**src/rtl/timer_count_sequencer_pkg.sv**
```systemverilog
// Shared timer types and constants, also used by the VGA digit renderer.
// Optional expiry blink is enabled with TIMER_EXPIRE_BLINK_EN.
package timer_pkg;

    localparam int BCD_W        = 4;
    localparam int SEC_TENS_MAX = 5;
    localparam int SEC_ONES_MAX = 9;

    typedef struct packed {
        logic [BCD_W-1:0] min_tens;
        logic [BCD_W-1:0] min_ones;
        logic [BCD_W-1:0] sec_tens;
        logic [BCD_W-1:0] sec_ones;
    } time_bcd_t;

    function automatic int prescale_max(input int clk_hz, input int tick_hz);
        return (clk_hz / tick_hz) - 1;
    endfunction

endpackage

```
**src/rtl/timer_count_sequencer_if.sv**
```systemverilog
// Command/status bundle between the timer control FSM and the count sequencer.
// Carries the blink status line when TIMER_EXPIRE_BLINK_EN is defined.
interface timer_count_sequencer_if;
    import timer_pkg::*;

    logic             resetTimer;
    logic             enableCounter;
    logic             forward;
    logic             incrementSeg;
    logic             incrementMin;
    logic [BCD_W-1:0] sec_ones;
    logic [BCD_W-1:0] sec_tens;
    logic [BCD_W-1:0] min_ones;
    logic [BCD_W-1:0] min_tens;
    logic             tick;
    logic             finish;
    logic             zero;
`ifdef TIMER_EXPIRE_BLINK_EN
    logic             blink;

    modport master (
        output resetTimer, enableCounter, forward, incrementSeg, incrementMin,
        input  sec_ones, sec_tens, min_ones, min_tens, tick, finish, zero, blink
    );
    modport slave (
        input  resetTimer, enableCounter, forward, incrementSeg, incrementMin,
        output sec_ones, sec_tens, min_ones, min_tens, tick, finish, zero, blink
    );
`else
    modport master (
        output resetTimer, enableCounter, forward, incrementSeg, incrementMin,
        input  sec_ones, sec_tens, min_ones, min_tens, tick, finish, zero
    );
    modport slave (
        input  resetTimer, enableCounter, forward, incrementSeg, incrementMin,
        output sec_ones, sec_tens, min_ones, min_tens, tick, finish, zero
    );
`endif

endinterface

```
**src/rtl/timer_count_sequencer_tick_prescaler.sv**
```systemverilog
// Divide-by-DIV prescaler; tick is high during the terminal-count cycle.
// free_run input exists only when TIMER_EXPIRE_BLINK_EN is defined.
module tick_prescaler #(
    parameter int DIV = 10
) (
    input  logic clk,
    input  logic reset,
    input  logic clr,
    input  logic run,
`ifdef TIMER_EXPIRE_BLINK_EN
    input  logic free_run,
`endif
    output logic tick
);

    localparam int           W   = (DIV > 2) ? $clog2(DIV) : 1;
    localparam logic [W-1:0] MAX = W'(DIV - 1);

    logic [W-1:0] cnt;
    logic         adv;

`ifdef TIMER_EXPIRE_BLINK_EN
    assign adv = run | free_run;
`else
    assign adv = run;
`endif

    // Holding when not advancing keeps the partial second across pauses.
    always_ff @(posedge clk) begin
        if (reset || clr) begin
            cnt <= '0;
        end else if (adv) begin
            cnt <= (cnt == MAX) ? '0 : cnt + 1'b1;
        end
    end

    assign tick = adv && (cnt == MAX);

endmodule

```
**src/rtl/timer_count_sequencer.sv**
```systemverilog
// MM:SS BCD time register driven by the timer control FSM's command levels.
// Define TIMER_EXPIRE_BLINK_EN to add the expiry blink output.
module timer_count_sequencer
    import timer_pkg::*;
#(
    parameter int CLK_HZ  = 50_000_000,
    parameter int TICK_HZ = 1,
    parameter int MIN_MAX = 99
) (
    input logic                    clk,
    input logic                    reset,
    timer_count_sequencer_if.slave bus
);

    localparam int               DIV       = prescale_max(CLK_HZ, TICK_HZ) + 1;
    localparam logic [BCD_W-1:0] MT_MAX    = BCD_W'(MIN_MAX / 10);
    localparam logic [BCD_W-1:0] MO_MAX    = BCD_W'(MIN_MAX % 10);
    localparam logic [BCD_W-1:0] ST_MAX    = BCD_W'(SEC_TENS_MAX);
    localparam logic [BCD_W-1:0] SO_MAX    = BCD_W'(SEC_ONES_MAX);
    localparam logic [BCD_W-1:0] NINE      = BCD_W'(9);
    localparam time_bcd_t        ONE_SEC   = time_bcd_t'(16'h0001);

    time_bcd_t cur_t;
    time_bcd_t nxt_t;
    logic      inc_s_d, inc_m_d;
    logic      inc_s_edge, inc_m_edge;
    logic      setting, counting;
    logic      tick;
    logic      hit_n, hit_q, finish_q;

    assign inc_s_edge = bus.incrementSeg & ~inc_s_d;
    assign inc_m_edge = bus.incrementMin & ~inc_m_d;
    assign setting    = bus.enableCounter & bus.forward;
    assign counting   = bus.enableCounter & ~bus.forward;

`ifdef TIMER_EXPIRE_BLINK_EN
    logic expired;
    logic blink_q;
`endif

    tick_prescaler #(.DIV(DIV)) u_prescaler (
        .clk      (clk),
        .reset    (reset),
        .clr      (bus.resetTimer),
        .run      (counting),
`ifdef TIMER_EXPIRE_BLINK_EN
        .free_run (expired),
`endif
        .tick     (tick)
    );

    // One action per cycle: clear beats setting beats countdown.
    always_comb begin
        nxt_t = cur_t;
        hit_n = 1'b0;
        if (bus.resetTimer) begin
            nxt_t = '0;
        end else if (setting) begin
            if (inc_s_edge) begin
                if (cur_t.sec_ones == SO_MAX) begin
                    nxt_t.sec_ones = '0;
                    nxt_t.sec_tens = (cur_t.sec_tens == ST_MAX) ? '0 : cur_t.sec_tens + 1'b1;
                end else begin
                    nxt_t.sec_ones = cur_t.sec_ones + 1'b1;
                end
            end
            if (inc_m_edge) begin
                if (cur_t.min_tens == MT_MAX && cur_t.min_ones == MO_MAX) begin
                    nxt_t.min_tens = '0;
                    nxt_t.min_ones = '0;
                end else if (cur_t.min_ones == NINE) begin
                    nxt_t.min_ones = '0;
                    nxt_t.min_tens = cur_t.min_tens + 1'b1;
                end else begin
                    nxt_t.min_ones = cur_t.min_ones + 1'b1;
                end
            end
        end else if (counting && tick) begin
            if (cur_t == '0) begin
                hit_n = 1'b1;
            end else if (cur_t == ONE_SEC) begin
                nxt_t = '0;
                hit_n = 1'b1;
            end else if (cur_t.sec_ones != '0) begin
                nxt_t.sec_ones = cur_t.sec_ones - 1'b1;
            end else if (cur_t.sec_tens != '0) begin
                nxt_t.sec_tens = cur_t.sec_tens - 1'b1;
                nxt_t.sec_ones = SO_MAX;
            end else begin
                nxt_t.sec_tens = ST_MAX;
                nxt_t.sec_ones = SO_MAX;
                if (cur_t.min_ones != '0) begin
                    nxt_t.min_ones = cur_t.min_ones - 1'b1;
                end else begin
                    nxt_t.min_tens = cur_t.min_tens - 1'b1;
                    nxt_t.min_ones = NINE;
                end
            end
        end
    end

    // Expiry goes through hit_q so finish lands one cycle after the digits read 00:00.
    always_ff @(posedge clk) begin
        if (reset) begin
            cur_t    <= '0;
            inc_s_d  <= 1'b1;
            inc_m_d  <= 1'b1;
            hit_q    <= 1'b0;
            finish_q <= 1'b0;
        end else begin
            cur_t    <= nxt_t;
            inc_s_d  <= bus.incrementSeg;
            inc_m_d  <= bus.incrementMin;
            hit_q    <= hit_n;
            finish_q <= hit_q & ~bus.resetTimer;
        end
    end

`ifdef TIMER_EXPIRE_BLINK_EN
    always_ff @(posedge clk) begin
        if (reset || bus.resetTimer || inc_s_edge || inc_m_edge) begin
            expired <= 1'b0;
            blink_q <= 1'b0;
        end else begin
            if (hit_q) begin
                expired <= 1'b1;
            end
            if (expired && tick) begin
                blink_q <= ~blink_q;
            end
        end
    end

    assign bus.blink = blink_q;
`endif

    assign bus.sec_ones = cur_t.sec_ones;
    assign bus.sec_tens = cur_t.sec_tens;
    assign bus.min_ones = cur_t.min_ones;
    assign bus.min_tens = cur_t.min_tens;
    assign bus.tick     = tick;
    assign bus.finish   = finish_q;
    assign bus.zero     = (cur_t == '0);

endmodule

```
**src/flat_wrapper.sv**
```systemverilog
// flat-port wrapper written by rule: the top's interface ports become plain ports
module timer_count_sequencer_flat import timer_pkg::*;
#(
    parameter int CLK_HZ  = 50_000_000,
    parameter int TICK_HZ = 1,
    parameter int MIN_MAX = 99
)
  (clk, reset, bus_resetTimer, bus_enableCounter, bus_forward, bus_incrementSeg, bus_incrementMin, bus_sec_ones, bus_sec_tens, bus_min_ones, bus_min_tens, bus_tick, bus_finish, bus_zero);
  timer_count_sequencer_if bus_i ();
  input logic clk;
  input logic reset;
  input wire logic [$bits(bus_i.resetTimer)-1:0] bus_resetTimer;
  input wire logic [$bits(bus_i.enableCounter)-1:0] bus_enableCounter;
  input wire logic [$bits(bus_i.forward)-1:0] bus_forward;
  input wire logic [$bits(bus_i.incrementSeg)-1:0] bus_incrementSeg;
  input wire logic [$bits(bus_i.incrementMin)-1:0] bus_incrementMin;
  output wire logic [$bits(bus_i.sec_ones)-1:0] bus_sec_ones;
  output wire logic [$bits(bus_i.sec_tens)-1:0] bus_sec_tens;
  output wire logic [$bits(bus_i.min_ones)-1:0] bus_min_ones;
  output wire logic [$bits(bus_i.min_tens)-1:0] bus_min_tens;
  output wire logic [$bits(bus_i.tick)-1:0] bus_tick;
  output wire logic [$bits(bus_i.finish)-1:0] bus_finish;
  output wire logic [$bits(bus_i.zero)-1:0] bus_zero;
  assign bus_i.resetTimer = bus_resetTimer;
  assign bus_i.enableCounter = bus_enableCounter;
  assign bus_i.forward = bus_forward;
  assign bus_i.incrementSeg = bus_incrementSeg;
  assign bus_i.incrementMin = bus_incrementMin;
  assign bus_sec_ones = bus_i.sec_ones;
  assign bus_sec_tens = bus_i.sec_tens;
  assign bus_min_ones = bus_i.min_ones;
  assign bus_min_tens = bus_i.min_tens;
  assign bus_tick = bus_i.tick;
  assign bus_finish = bus_i.finish;
  assign bus_zero = bus_i.zero;
  timer_count_sequencer #(.CLK_HZ(CLK_HZ), .TICK_HZ(TICK_HZ), .MIN_MAX(MIN_MAX)) u_core (.clk(clk), .reset(reset), .bus(bus_i));
endmodule
```
**config.mk**
```make
export PLATFORM = sky130hd
export DESIGN_NAME = timer_count_sequencer_flat
export DESIGN_NICKNAME = d
export VERILOG_FILES = /design/src/rtl/timer_count_sequencer_pkg.sv /design/src/rtl/timer_count_sequencer_if.sv /design/src/rtl/timer_count_sequencer_tick_prescaler.sv /design/src/rtl/timer_count_sequencer.sv /design/src/flat_wrapper.sv
export SDC_FILE = /design/constraint.sdc
export NUM_CORES = 1
export LEC_CHECK = 0
export CORE_MARGIN = 3
export CORE_UTILIZATION = 47
export DETAILED_ROUTE_END_ITERATION = 6
export PLACE_DENSITY = 0.71
export SETUP_SLACK_MARGIN = 0.15
export SLEW_MARGIN = 20
export SYNTH_ARGS = -nofsm -noshare
export SYNTH_HDL_FRONTEND = slang
export SYNTH_SLANG_ARGS = --single-unit
```
**constraint.sdc**
```tcl
create_clock -name clk -period 2.6 [get_ports clk]
set_input_delay 0.65 -clock clk [delete_from_list [all_inputs] [get_ports clk]]
set_output_delay 0.65 -clock clk [all_outputs]
set_load 0.01 [all_outputs]
```
After elaboration in Yosys (flattened, before gate mapping)
Index checks and enable logic that the tools add are counted.
{"block": "word_totals", "elab_cells": 78, "in_bits": 7, "out_inout_bits": 19, "regBits": 46}
{"block": "op_classes", "addsub": 9, "n_mux": 21, "bitwise": 10, "eq_ne": 14, "reduce_logical": 15}
{"op": "2-to-1 mux 16 bit", "n": 4}
{"op": "2-to-1 mux 8 bit", "n": 5}
{"op": "2-to-1 mux 4 bit", "n": 8}
{"op": "adder 26 x 1 -> 26 bit (second input constant)", "n": 1}
{"op": "== test 26 bit (second input constant)", "n": 1}
{"op": "2-to-1 mux 26 bit", "n": 1}
{"op": "adder 4 x 1 -> 4 bit (second input constant)", "n": 4}
{"op": "== test 16 x 1 -> 1 bit (second input constant)", "n": 1}
{"op": "zero test 16 bit", "n": 1}
{"op": "subtractor 4 x 1 -> 4 bit (second input constant)", "n": 4}
{"op": "== test 4 bit (second input constant)", "n": 3}
{"op": "2-to-1 mux 12 bit", "n": 1}
{"op": "nonzero test 4 bit", "n": 3}
{"op": "AND reduction 5 bit", "n": 2}
{"op": "!= test 3 x 1 -> 1 bit (second input constant)", "n": 3}
{"op": "AND reduction 7 bit", "n": 1}
{"op": "!= test 2 x 1 -> 1 bit (second input constant)", "n": 3}
{"op": "AND 1 bit", "n": 5}
{"op": "inverter 1 bit", "n": 5}
{"op": "== test 4 x 3 -> 1 bit (second input constant)", "n": 1}
{"op": "OR reduction 4 bit", "n": 1}
{"op": "logical AND 1 bit", "n": 3}
{"op": "!= test 3 bit (second input constant)", "n": 1}
{"op": "AND reduction 3 bit", "n": 1}
{"op": "other kinds (5)", "n": 6}

Depth between registers and ports, before layout
{"block": "depth", "word_depth": 8, "depth_mapped": 8, "ltp_nobuf": 8}

Hierarchy
From an unflattened synthesis, not the netlist that was laid out.
{"block": "hier_totals", "hier_cells": 355, "area_unflattened_um2": 2910.3}
{"mod": "timer_count_sequencer", "seq_area_each_um2": 400.4, "n_inst": 1, "area_per_inst_um2": 1571.5, "cells_each": 194}
{"mod": "tick_prescaler", "seq_area_each_um2": 520.5, "n_inst": 1, "area_per_inst_um2": 1338.8, "cells_each": 161}

Worst setup path before layout
Ideal clock, no wire load.
{"block": "synth_path", "path_type": "in2out", "from": "in bus_forward", "to": "out bus_tick", "arrival_ps": 1512, "n_path_buf": 0, "t_required_ps": 1950, "stages": 4, "setup_slack_ps": 438, "path_cell_list": "nand3b_2 -> nor4_2 -> nand2_2 -> inv_2"}
{"block": "synth_via", "elab_chain_cells": 3}
{"item": "start, declared", "line_no": "flat_wrapper.sv:14", "rtl": "input wire logic [$bits(bus_i.forward)-1:0] bus_forward;"}
{"item": "inverter 1 bit", "line_no": "timer_count_sequencer.sv:34", "rtl": "assign counting = bus.enableCounter & ~bus.forward;"}
{"item": "AND 1 bit", "line_no": "timer_count_sequencer.sv:34"}
{"item": "logical AND 1 bit", "line_no": "timer_count_sequencer_tick_prescaler.sv:37", "rtl": "assign tick = adv && (cnt == MAX);"}
{"item": "end, declared", "line_no": "flat_wrapper.sv:21", "rtl": "output wire logic [$bits(bus_i.tick)-1:0] bus_tick;"}
No other way between the ends.

Final worst setup path
{"block": "layout_path", "from": "reg u_core.u_prescaler.cnt[8]", "to": "out bus_tick"}
{"block": "layout_via", "elab_chain_cells": 2}
{"item": "start, declared", "line_no": "timer_count_sequencer_tick_prescaler.sv:19", "rtl": "logic [W-1:0] cnt;"}
{"item": "start signal, assigned", "line_no": "timer_count_sequencer_tick_prescaler.sv:33", "rtl": "cnt <= (cnt == MAX) ? '0 : cnt + 1'b1;"}
{"item": "== test 26 bit", "line_no": "timer_count_sequencer_tick_prescaler.sv:37"}
{"item": "logical AND 1 bit", "line_no": "timer_count_sequencer_tick_prescaler.sv:37"}
No other way between the ends.

==> flow_metrics.tcl <==
set metrics [dict create \
    status "completed" \
    power_leakage_nw 1.24 \
    rsz0062_at_grt "true" \
    cts-root-buf "clkbuf_8" \
    grt_pass1_vias 2247 \
    holdWs_ns 0.434 \
    port-buffer-count 25 \
    fin_ws_ns 0.183 \
    grtUsageTotal 0.199 \
    seq_area_frac_synth 0.346 \
    period_share 0.930 \
    utilization 0.635 \
    insertedDiodeCount 0 \
    via_per_inst 5.64 \
    dieArea_um2 6600 \
    min_period_ns 2.42 \
    dr.pass1.iters 4 \
    grt_max_degree 25 \
    clk_latency_ns 0.31 \
    antenna_found_initial 0 \
    nNetsFinal 391 \
    p_per_area_nw_per_um2 365 \
    vdd_drop_max_v 0.000241 \
    cts-hold-fix-buffers 0 \
    die_x_um 81.2 \
    critPathKind "register to output port" \
    cp-end-kind "output port" \
    rows 26 \
    setup_viol 0 \
    syn2layout_area_growth_pct 26.7 \
    nFillCells 464 \
    fin_worst_skew_ns 0.00855 \
    path_clk_slew_ns 0.09 \
    synth_async_sr_flop_share 0 \
    gp_congestion 0.847 \
    grt_pass1_wl_um 10400 \
    final_layout_size_suffix_gt1_frac 0.216 \
    wl_per_cell_um 13.6 \
    htreeDepth 2 \
    synthCells 319 \
    slew_viol_final 0 \
    max_freq_ghz 0.414 \
    yosys_warnings 0 \
    clock-sinks 46 \
    tritoncts "yes" \
    maxSlewHeadroom 0.642 \
    ys_types 62 \
    dr_total_vias 2536 \
    final_antenna_net_count 0 \
    drv_cap 0 \
    postSynthAreaPerCell_um2 8.33 \
    synth_area_um2 2660 \
    cts_buffers 5 \
    drc 0 \
    synth_fp_nets 331 \
    critPathArrivalTime_ns 1.77 \
    synth-edff-count 0 \
    routed_wl_um 6130 \
    synth.ff_latch_count 46 \
    hold_class "register to register" \
    grt.overflow.total 0 \
    worstMarginPinSlew_ns 0.530 \
    synth_flop_cell "dfxtp_1" \
    drt_iter0_drc 144 \
    design.core.area_um2 5300 \
    clock_path_buffers 2 \
    io_pins 26 \
    hold_viol 0 \
    cp_max_fo 3 \
    seq_area_um2 925 \
    post-place-ws_ns -0.431 \
    fp.dieH_um 81.2 \
    hpwl_um 4410 \
    multi_input_area_um2 1660 \
    start_kind "register" \
    initial_utilization 0.501 \
    cp.required_ns 1.95 \
]
[timing repair]
action | CTS | global route
endpoints found under the setup margin | 2 | 5
resized for setup | 12 | 6
setup buffers | 1 | 2
hold endpoints to repair | 0 | 0
pin swaps | 3 | 2
[layer usage]
metal	track usage	share of wire	up-vias
met5	0	0	-
met4	0.0507	0.015	0
met3	0.0399	0.046	8
met2	0.317	0.45	62
met1	0.275	0.49	1197
li1	-	-	1269
[cell type report]
class	instances	area share
multi-input cells	251	0.494
flip-flops and latches	46	0.274
repair buffers	68	0.173
well taps	70	0.0260
clock buffers	6	0.0215
inverters	7	0.00780
clock inverters	2	0.00408
[Yosys cell counts (5+ instances only)]
cell type  instances  area (µm²)
a21oi_1           17        85.1
nand2_1           23        86.3
and3_1             9        56.3
xor2_1            12         105
xnor2_1           13         114
nand4_1           13        81.3
o21ai_0           12        60.1
clkbuf_1          10        37.5
and2_1             5        31.3
nand3_1           16        80.1
ha_1               5        62.6
dfxtp_1           46         921
inv_1              6        22.5
or3_1              6        37.5
nor2_1            44         165
nor3_1             6        30.0
[cells by family after synthesis]
family | share of synthesized area
AND/OR/NAND/NOR | 0.326
AO/OA/AOI/OAI | 0.166
flip-flops | 0.346
XOR/XNOR | 0.0824
buffers and inverters | 0.0447
adder cells (fa/ha/maj) | 0.0235
multiplexers | 0.0113
[critical path: stages (launching register included)]
cell     delay, ns
dfxtp_2       0.35
or4b_4        0.52
nor4_4        0.30
nand2_2       0.10
inv_2         0.09
buf_6         0.10
[path summary, 6_finish.rpt]
kind / startpoint / endpoint / slack [ns] / cells past startpoint
min: u_core.hit_q$_SDFF_PP0_ / u_core.bus.finish$_SDFF_PP0_ / 0.43 / 1
min reg2reg: u_core.hit_q$_SDFF_PP0_ / u_core.bus.finish$_SDFF_PP0_ / 0.43 / 1
max reg2reg: u_core.u_prescaler.cnt[8]$_SDFFE_PP0N_ / u_core.bus.min_ones[1]$_SDFFE_PP0P_ / 0.27 / 9
max: u_core.u_prescaler.cnt[8]$_SDFFE_PP0N_ / bus_tick / 0.18 / 5
[stage by stage]
step,power [mW],TNS (ns),area (µm²),cells
3_3_place_gp,0.806,-0.510,3220,439
5_1_grt,1.28,0,3370,450
6_report,1.23,0,3370,450
2_1_floorplan,0.769,0,2660,319
4_1_cts,1.25,0,3340,448
3_5_place_dp,0.807,-0.786,3220,439
[flip-flops by register name, summed over array words and instances (netlist names)]
| register | count |
|---|---|
| u_core.bus.min_ones | 4 |
| u_core.inc_s_d | 1 |
| u_core.bus.finish | 1 |
| u_core.inc_m_d | 1 |
| u_core.u_prescaler.cnt | 26 |
| u_core.bus.min_tens | 4 |
| u_core.bus.sec_tens | 4 |
| u_core.bus.sec_ones | 4 |
| u_core.hit_q | 1 |
[power breakdown]
group,total [mW],internal (mW),switching [mW],leakage (nW)
Combinational,0.0852,0.0388,0.0463,0.820
Sequential,0.707,0.706,0.00109,0.373
Clock,0.437,0.190,0.247,0.0452
[cells in the final DEF (no fill, tap or decap), types with 3 or more instances in the layout]
master,n
dfxtp_1,43
a31oi_1,4
ha_1,5
a21oi_1,17
and2_1,5
nor2_1,44
mux2i_1,3
and3_1,9
o31ai_1,3
xor2_1,12
nor4_4,3
or2_2,4
nand4_1,13
clkdlybuf4s50_1,23
buf_4,42
a311oi_1,4
xnor2_1,13
clkbuf_8,5
nand3_1,16
nor3_1,5
inv_1,6
nand2_1,23
o211ai_1,3
o21ai_0,12
nand3b_1,3
dfxtp_2,3
or3_1,6
Note: power is estimated with default switching activity, not from simulation.
